<file path="src/rtl/mul_err_eval_ctrl.sv">
// mul_err_eval_ctrl
//   Sequencer for characterising an 8x8 approximate multiplier. For each
//   operand pair it drives mul_a/mul_b, waits SETTLE_CYCLES, samples mul_o,
//   and compares it with the exact product. Across the run it accumulates the
//   error count, the sum of absolute error distance and the maximum absolute
//   error distance.
//
//   Ports
//     clk, rst_n          clock (rising edge), async active-low reset
//     start               run request, only looked at in IDLE
//     mul_a, mul_b        operands to the multiplier under test
//     mul_o               approximate product from the multiplier under test
//     busy                high from LOAD through DONE
//     done                one-cycle pulse when the last sample is evaluated
//     sample_idx          samples evaluated in the current/last run
//     err_count           samples where mul_o differed from the exact product
//     sum_ed_abs          sum of |exact - mul_o|
//     max_ed              max of |exact - mul_o|
//
//   Optional build macro
//     EXHAUSTIVE_SWEEP_EN  operands come from a {A,B} counter starting at 0 and
//                          every one of the 65536 pairs is evaluated once;
//                          N_SAMPLES and LFSR_SEED are then unused.
module mul_err_eval_ctrl #(
  parameter int          N_SAMPLES     = 10000,
  parameter int          SETTLE_CYCLES = 62,
  parameter logic [15:0] LFSR_SEED     = 16'hACE1
) (
  input  logic        clk,
  input  logic        rst_n,
  input  logic        start,
  output logic [7:0]  mul_a,
  output logic [7:0]  mul_b,
  input  logic [15:0] mul_o,
  output logic        busy,
  output logic        done,
  output logic [16:0] sample_idx,
  output logic [16:0] err_count,
  output logic [31:0] sum_ed_abs,
  output logic [15:0] max_ed
);

  // Counter only has to hold SETTLE_CYCLES-1.
  localparam int CW = (SETTLE_CYCLES > 1) ? $clog2(SETTLE_CYCLES) : 1;
  localparam logic [CW-1:0] SETTLE_LOAD = CW'(SETTLE_CYCLES - 1);

`ifdef EXHAUSTIVE_SWEEP_EN
  localparam logic [15:0] GEN_SEED = 16'h0000;
  localparam logic [16:0] N_LAST   = 17'h10000;
`else
  localparam logic [15:0] GEN_SEED = LFSR_SEED;
  localparam logic [16:0] N_LAST   = 17'(N_SAMPLES);
`endif

  typedef enum logic [2:0] {S_IDLE, S_LOAD, S_SETTLE, S_EVAL, S_DONE} state_t;

  state_t         state, state_nxt;
  logic [CW-1:0]  settle_cnt;
  logic [15:0]    gen;       // operand source: LFSR or sweep counter
  logic [15:0]    gen_nxt;
  logic [15:0]    exact;
  logic [15:0]    ed;
  logic [16:0]    idx_nxt;
  logic           last;

  // Operand source step, used once per sample in EVAL.
`ifdef EXHAUSTIVE_SWEEP_EN
  assign gen_nxt = gen + 16'd1;
`else
  // Galois right-shift LFSR, taps 16'hB400.
  assign gen_nxt = gen[0] ? ((gen >> 1) ^ 16'hB400) : (gen >> 1);
`endif

  assign exact   = 16'(mul_a) * 16'(mul_b);
  assign ed      = (exact >= mul_o) ? (exact - mul_o) : (mul_o - exact);
  assign idx_nxt = sample_idx + 17'd1;
  assign last    = (idx_nxt == N_LAST);

  always_ff @(posedge clk or negedge rst_n) begin
    if (!rst_n) state <= S_IDLE;
    else        state <= state_nxt;
  end

  always_comb begin
    state_nxt = state;
    unique case (state)
      S_IDLE:   if (start) state_nxt = S_LOAD;
      S_LOAD:   state_nxt = S_SETTLE;
      S_SETTLE: if (settle_cnt == '0) state_nxt = S_EVAL;
      S_EVAL:   state_nxt = last ? S_DONE : S_LOAD;
      S_DONE:   state_nxt = S_IDLE;
      default:  state_nxt = S_IDLE;
    endcase
  end

  always_ff @(posedge clk or negedge rst_n) begin
    if (!rst_n) begin
      mul_a      <= '0;
      mul_b      <= '0;
      busy       <= 1'b0;
      done       <= 1'b0;
      sample_idx <= '0;
      err_count  <= '0;
      sum_ed_abs <= '0;
      max_ed     <= '0;
      settle_cnt <= '0;
      gen        <= GEN_SEED;
    end else begin
      unique case (state)
        S_IDLE: begin
          // Previous results stay visible until the next run is requested.
          if (start) begin
            busy       <= 1'b1;
            sample_idx <= '0;
            err_count  <= '0;
            sum_ed_abs <= '0;
            max_ed     <= '0;
            gen        <= GEN_SEED;
          end
        end
        S_LOAD: begin
          mul_a      <= gen[15:8];
          mul_b      <= gen[7:0];
          settle_cnt <= SETTLE_LOAD;
        end
        S_SETTLE: begin
          if (settle_cnt != '0) settle_cnt <= settle_cnt - 1'b1;
        end
        S_EVAL: begin
          sample_idx <= idx_nxt;
          if (ed != 16'd0) err_count <= err_count + 17'd1;
          // 65535 * 65536 fits in 32 bits, so no saturation is needed.
          sum_ed_abs <= sum_ed_abs + 32'(ed);
          if (ed > max_ed) max_ed <= ed;
          gen        <= gen_nxt;
          // Registered so the pulse coincides with the DONE state.
          if (last) done <= 1'b1;
        end
        S_DONE: begin
          done <= 1'b0;
          busy <= 1'b0;
        end
        default: ;
      endcase
    end
  end

endmodule
</file>
<file path="config.mk">
export PLATFORM = sky130hd
export DESIGN_NAME = mul_err_eval_ctrl
export DESIGN_NICKNAME = d
export VERILOG_FILES = /design/src/rtl/mul_err_eval_ctrl.sv
export SDC_FILE = /design/constraint.sdc
export NUM_CORES = 1
export LEC_CHECK = 0
export ABC_AREA = 0
export ABC_CLOCK_PERIOD_IN_PS = 23900
export BUFFER_PORTS_ARGS = -buffer_cell sky130_fd_sc_hd__buf_4
export CAP_MARGIN = 20
export CORE_ASPECT_RATIO = 1.75
export CORE_MARGIN = 5
export CORE_UTILIZATION = 45
export DETAILED_ROUTE_END_ITERATION = 10
export GPL_ROUTABILITY_DRIVEN = 0
export PLACE_DENSITY_LB_ADDON = 0.12
export SYNTH_ARGS = -nofsm -noshare
export SYNTH_HDL_FRONTEND = slang
export SYNTH_SLANG_ARGS = --single-unit
</file>
<file path="constraint.sdc">
create_clock -name clk -period 23.9 [get_ports clk]
set_input_delay 4.78 -clock clk [delete_from_list [all_inputs] [get_ports clk]]
set_output_delay 4.78 -clock clk [all_outputs]
set_load 0.005 [all_outputs]
</file>
# Word level (Yosys, flattened, before mapping)

Cells that the tools add are included.

Add/sub/neg operators: 6
Multipliers: 1
Order comparisons: 2
Equality and inequality tests: 11
Muxes and demuxes: 23
Bitwise operators: 1
Reductions and logical operators: 15

Operator list:

| cell                  | number |
|---|---|
| $mux 16               | 5 |
| $pmux 17 s2           | 2 |
| $pmux 16 s2           | 2 |
| $pmux 32 s2           | 1 |
| $add 17x1->17 const B | 2 |
| $mux 17               | 2 |
| $add 32x16->32        | 1 |
| $mux 32               | 1 |
| $sub 16x16->16        | 2 |
| $eq 17x14->1 const B  | 1 |
| $ge 16x16->1          | 1 |
| $gt 16x16->1          | 1 |
| $mul 8x8->16          | 1 |
| $reduce_bool 16->1    | 1 |
| $ne 2x2->1 const B    | 6 |
| $pmux 3 s4            | 1 |
| $pmux 6 s2            | 1 |
| $reduce_and 2->1      | 5 |
| $mux 3                | 3 |
| $reduce_bool 2->1     | 4 |
| $eq 3x2->1 const B    | 2 |
| $logic_not 6->1       | 1 |
| $mux 6                | 1 |
| $reduce_and 3->1      | 2 |
| 8 further kinds       | 10 |

Register bits after elaboration: 125
Input bits: 19
Logic and storage cells: 70

# Longest topological paths before layout

Depth after elaboration: 6
Gate-level depth with buffers: 40

# Worst setup path before layout

Ideal clock, no wire load.

Path type: input-to-reg
From: input mul_o[0]
To: register max_ed[10]
Library setup time: 0.081 ns
Arrival: 9.011 ns
Setup slack: 14.808 ns
Stages on the path: 23
Cell sequence: ha_1 > fa_1 > nand3b_1 > nand4_1 > a31oi_2 > o21ai_4 > buf_6 > mux2i_1 > xor2_1 > inv_1 > ha_1 > a21o_1 > a21oi_1 > nor2b_1 > o21ai_0 > nand2b_1 > a21oi_1 > nor2b_1 > o21ai_0 > a221o_1 > clkbuf_1 > clkbuf_1 > mux2i_1

Longest elaborated chain between the ends: 5

Ends and longest elaborated chain:

| item                                                  | line | RTL |
|---|---|---|
| from (decl)                                           | 34   | `input logic [15:0] mul_o,` |
| $sub 16x16->16 / $ge 16x16->1 (equally long branches) | 75   | `assign ed = (exact >= mul_o) ? (exact - mul_o) : (mul_o - exact);` |
| $mux 16 (*)                                           | 75   |  |
| $gt 16x16->1                                          | 134  | `if (ed > max_ed) max_ed <= ed;` |
| $ne 2x2->1 (no source line)                           | --   |  |
| $reduce_and 3->1 (no source line)                     | --   |  |
| to (signal assigned)                                  | 105  | `max_ed <= '0;` |
| to (signal assigned)                                  | 117  | `max_ed <= '0;` |
| to (signal assigned)                                  | 134  |  |
| to (decl)                                             | 40   | `output logic [15:0] max_ed` |

Every way passes the cells marked *; elsewhere a longest branch is shown, timed or not. The select of a mux whose other input is x is not followed.
A chain may end at the register's enable or synchronous reset.

# Worst setup path after layout

From: input mul_o[0]
To: register max_ed[1]

The elaborated chain is that of the path after synthesis.

==> flow_metrics.env <==
export IMPL_cp_cell_sequence="buf_4 -> ha_1 -> fa_1 -> nand3b_1 -> nand4_1 -> a31oi_2 -> o21ai_4 -> mux2i_1 -> xor2_1 -> inv_1 -> ha_1 -> a21o_1 -> a21oi_1 -> nor2b_1 -> o21ai_0 -> nand2b_1 -> a21oi_1 -> nor2b_1 -> o21ai_0 -> a221o_1 -> mux2_2"
export IMPL_final_antenna_net_count=0
export IMPL_num_vias=9006
export IMPL_slowest_stage="sky130_fd_sc_hd__a221o_1"
export IMPL_grt_pass1_vias=9310
export IMPL_timing_worst_setup_path_type="in2reg"
export IMPL_cts_hold_buf=0
export IMPL_cts_tree="built"
export IMPL_endpoint_type_of_the_worst_setup_path="flip-flop"
export IMPL_yosys_most_used_dff="sky130_fd_sc_hd__dfrtp_1"
export IMPL_max_cap_viol_count=0
export IMPL_clk_pin_slew_ns=0.06
export IMPL_die_w_um=126
export IMPL_cts_root_buf="sky130_fd_sc_hd__clkbuf_16"
export IMPL_avgViaCountPerCell=5.48
export IMPL_worst_r2r_path_depth=34
export IMPL_gr_total_overflow=0
export IMPL_drcViolationCount=0
export IMPL_seq_area_frac_synth_pct=29.4
export IMPL_hold_path_endpoint="mul_b[6]"
export IMPL_core_sq_um=23300
export IMPL_io_pins=119
export IMPL_grt_total_usage_pct=21.2
export IMPL_fin_tns_setup_ns=0
export IMPL_final_util_pct=53.3
export IMPL_wl_um=28000
export IMPL_worst_path_buf_inv=2
export IMPL_final_max_slew_viol_count=0
export IMPL_worst_slew_pin_tran_ns=0.972
export IMPL_mappedNetlistNets=1394
export IMPL_synth_edff_count=0
export IMPL_data_required_time_of_the_worst_path_ns=24.21
export IMPL_place_port_buffers=118
export IMPL_worst_slack_ns=14.46
export IMPL_ctsHtreeMaxLevel=4
export IMPL_max_clk_rate_mhz=106
export IMPL_hold_path_depth=2
export IMPL_report_final_hold_viol_count=0
export IMPL_async_flop_share_pct=100
export IMPL_dr_pass1_iters=6
export IMPL_worstPathMaxFanout=16
export IMPL_maximum_number_of_pins_on_one_net_before_global_route_repair=66
export IMPL_post_synth_instance_area_sq_um=10700
export IMPL_layout_drive_gt1_share_pct=14.2
export IMPL_place_area_sq_um=11800
export IMPL_run_status="completed"
export IMPL_growth_of_design_area_from_synthesis_to_finish_pct=16.5
export IMPL_gate_count_after_technology_mapping=1229
export IMPL_fp_dieArea_sq_um=27000
export IMPL_numCtsBuffers=17
export IMPL_global_route_wire_length_before_repair_um=46300
export IMPL_chipHeight_um=214
export IMPL_post_cts_repair_setup_buffers=0
export IMPL_final_net_count=1492
export IMPL_setup_violations_final=0
export IMPL_worst_path_dominant_cell_family="compound AO/OA/AOI/OAI gates"
export IMPL_rr_endpoint="max_ed[1]"
export IMPL_rows=74
export IMPL_detailedRoute_firstIterationViolations=397
export IMPL_reg2reg_setup_slack_ns=14.71
export IMPL_hpwlAfterDp_um=21700
export IMPL_min_delay_path_class="reg2reg"
export IMPL_post_synth_num_cell_types=68
export IMPL_place_ws_ns=14.07
export IMPL_cp_slowest_stage_delay_ns=0.82
export IMPL_cts_max_path_buffers=2
export IMPL_mean_cell_area_of_the_mapped_netlist_sq_um=8.69
export IMPL_worst_clock_skew_ns=0.00758
export IMPL_rsz0062_at_grt="false"
export IMPL_clock_latency_of_the_later_clocked_register_in_the_worst_skew_pair_ns=0.43
export IMPL_antennaDiodeCount=0
export IMPL_fin_area_sq_um=12400
export IMPL_synthesis_yosys_warnings=0
export IMPL_initial_core_utilization_pct=45.7
export IMPL_worst_slew_margin_rel_pct=35.2
export IMPL_clock_sink_count=125
export IMPL_layout_worst_path_cycle_share_pct=39.5
export IMPL_cts_resized=0
export IMPL_critical_path_arrival_ns=9.75
export IMPL_hold_path_startpoint="gen[6]"
export IMPL_grt_antenna_before_repair=0
export IMPL_cp_start_kind="input port"
export IMPL_detail_route_wl_per_cell_um=17.1
export IMPL_worstReg2RegStart="mul_a[1]"
export IMPL_min_period_ns=9.44
export IMPL_ys_ff_latch=125
-- sequential cells by signal, indices dropped and copies added, names as in the netlist --
register / count
busy: 1
done: 1
err_count: 17
gen: 16
max_ed: 16
mul_a: 8
mul_b: 8
sample_idx: 17
settle_cnt: 6
state: 3
sum_ed_abs: 32
-- layout by cell type (no fill, tap or decap), types with 8 or more instances in the layout --
cell	count
sky130_fd_sc_hd__a21o_1	13
sky130_fd_sc_hd__a21oi_1	52
sky130_fd_sc_hd__a22o_1	29
sky130_fd_sc_hd__a31oi_1	9
sky130_fd_sc_hd__and2_1	62
sky130_fd_sc_hd__and3_1	18
sky130_fd_sc_hd__buf_4	125
sky130_fd_sc_hd__clkbuf_16	17
sky130_fd_sc_hd__dfrtp_1	117
sky130_fd_sc_hd__dfstp_2	8
sky130_fd_sc_hd__fa_1	39
sky130_fd_sc_hd__ha_1	107
sky130_fd_sc_hd__inv_1	133
sky130_fd_sc_hd__mux2i_1	32
sky130_fd_sc_hd__nand2_1	178
sky130_fd_sc_hd__nand2b_1	23
sky130_fd_sc_hd__nand3_1	23
sky130_fd_sc_hd__nand4_1	17
sky130_fd_sc_hd__nor2_1	42
sky130_fd_sc_hd__nor2b_1	9
sky130_fd_sc_hd__nor3_1	8
sky130_fd_sc_hd__o211ai_1	12
sky130_fd_sc_hd__o21ai_0	76
sky130_fd_sc_hd__o21ai_1	13
sky130_fd_sc_hd__o31ai_1	12
sky130_fd_sc_hd__or2_2	10
sky130_fd_sc_hd__xnor2_1	27
sky130_fd_sc_hd__xor2_1	20
-- stage by stage --
step | cells | hold WS (ns)
floorplan | 1229 | 0.461
global placement | 1611 | 0.475
detailed placement | 1612 | 0.487
CTS | 1644 | 0.496
global route | 1644 | 0.514
finish | 1644 | 0.493
-- layout make-up --
| cell class | count | area (sq um) |
|---|---|---|
| Fill cell | 2276 | 10900 |
| Multi-Input combinational cell | 925 | 6830 |
| Sequential cell | 125 | 3140 |
| Timing Repair Buffer | 125 | 938 |
| Inverter | 133 | 499 |
| Clock buffer | 22 | 464 |
| Tap cell | 304 | 380 |
| Clock inverter | 10 | 186 |
-- worst reg2reg max path, delay by kind of cell, from the launching register on --
kind | cells | cell delay [ns]
AO/OA/AOI/OAI | 15 | 3.48
adder cells (fa/ha/maj) | 7 | 3.02
AND/OR/NAND/NOR | 5 | 0.74
multiplexers | 2 | 0.71
flip-flops | 1 | 0.51
XOR/XNOR | 2 | 0.37
buffers and inverters | 3 | 0.23
-- cell usage after synthesis (all sizes together) (5+ instances only) --
cell    number  area (sq um)
a211oi       6          45.0
a21o        13          97.6
a21oi       55           287
a22o        29           254
a31oi       10          68.8
and2        62           388
and3        18           113
buf         16           105
clkbuf      30           113
dfrtp      117          2930
dfstp        8           210
fa          39           781
ha         107          1340
inv        133           499
mux2i       32           320
nand2      178           668
nand2b      23           144
nand3       23           115
nand4       19           140
nor2        43           161
nor2b        9          56.3
nor3         8          40.0
nor4         8          65.1
o211ai      13           103
o21ai       90           462
o21bai       7          52.6
o221ai       5          61.3
o22a         6          52.6
o22ai        7          43.8
o31a         5          43.8
o31ai       12          90.1
or2         10          62.6
or3          7          43.8
xnor2       27           236
xor2        20           175
-- logic make-up after synthesis --
kind of cell / after synthesis / share of synthesized area (%)
xor gates and xnor gates: 47 / 3.86
DFF: 125 / 29.4
adders and majority gates: 146 / 19.9
and+or+nand+nor: 420 / 19.7
muxes: 34 / 3.21
buffers and inverters: 179 / 6.72
AOI/OAI and AO/OA: 278 / 17.3
-- how the worst max path moves through the flow --
stage	slack [ns]	cells after the start	end	startpoint
3_3_place_gp	14.16	20	sum_ed_abs[20]	mul_o[3]
3_5_place_dp	14.07	21	max_ed[1]	mul_o[0]
4_1_cts	14.51	21	max_ed[1]	mul_o[0]
5_1_grt	14.04	34	max_ed[1]	mul_a[1]
2_1_floorplan	14.81	23	max_ed[10]	mul_o[0]
6_report	14.46	21	max_ed[1]	mul_o[0]
-- per-layer routing --
metal	track usage (%)	share of wire, %	vias to the layer above
li1	-	-	4405
met1	23.1	39	4363
met2	38.9	53	184
met3	4.34	3.6	54
met4	10.6	4.4	0
met5	0	0	-
Power is not shown: default switching activity piles up to over one toggle a cycle in this logic, so the estimate is an artifact.
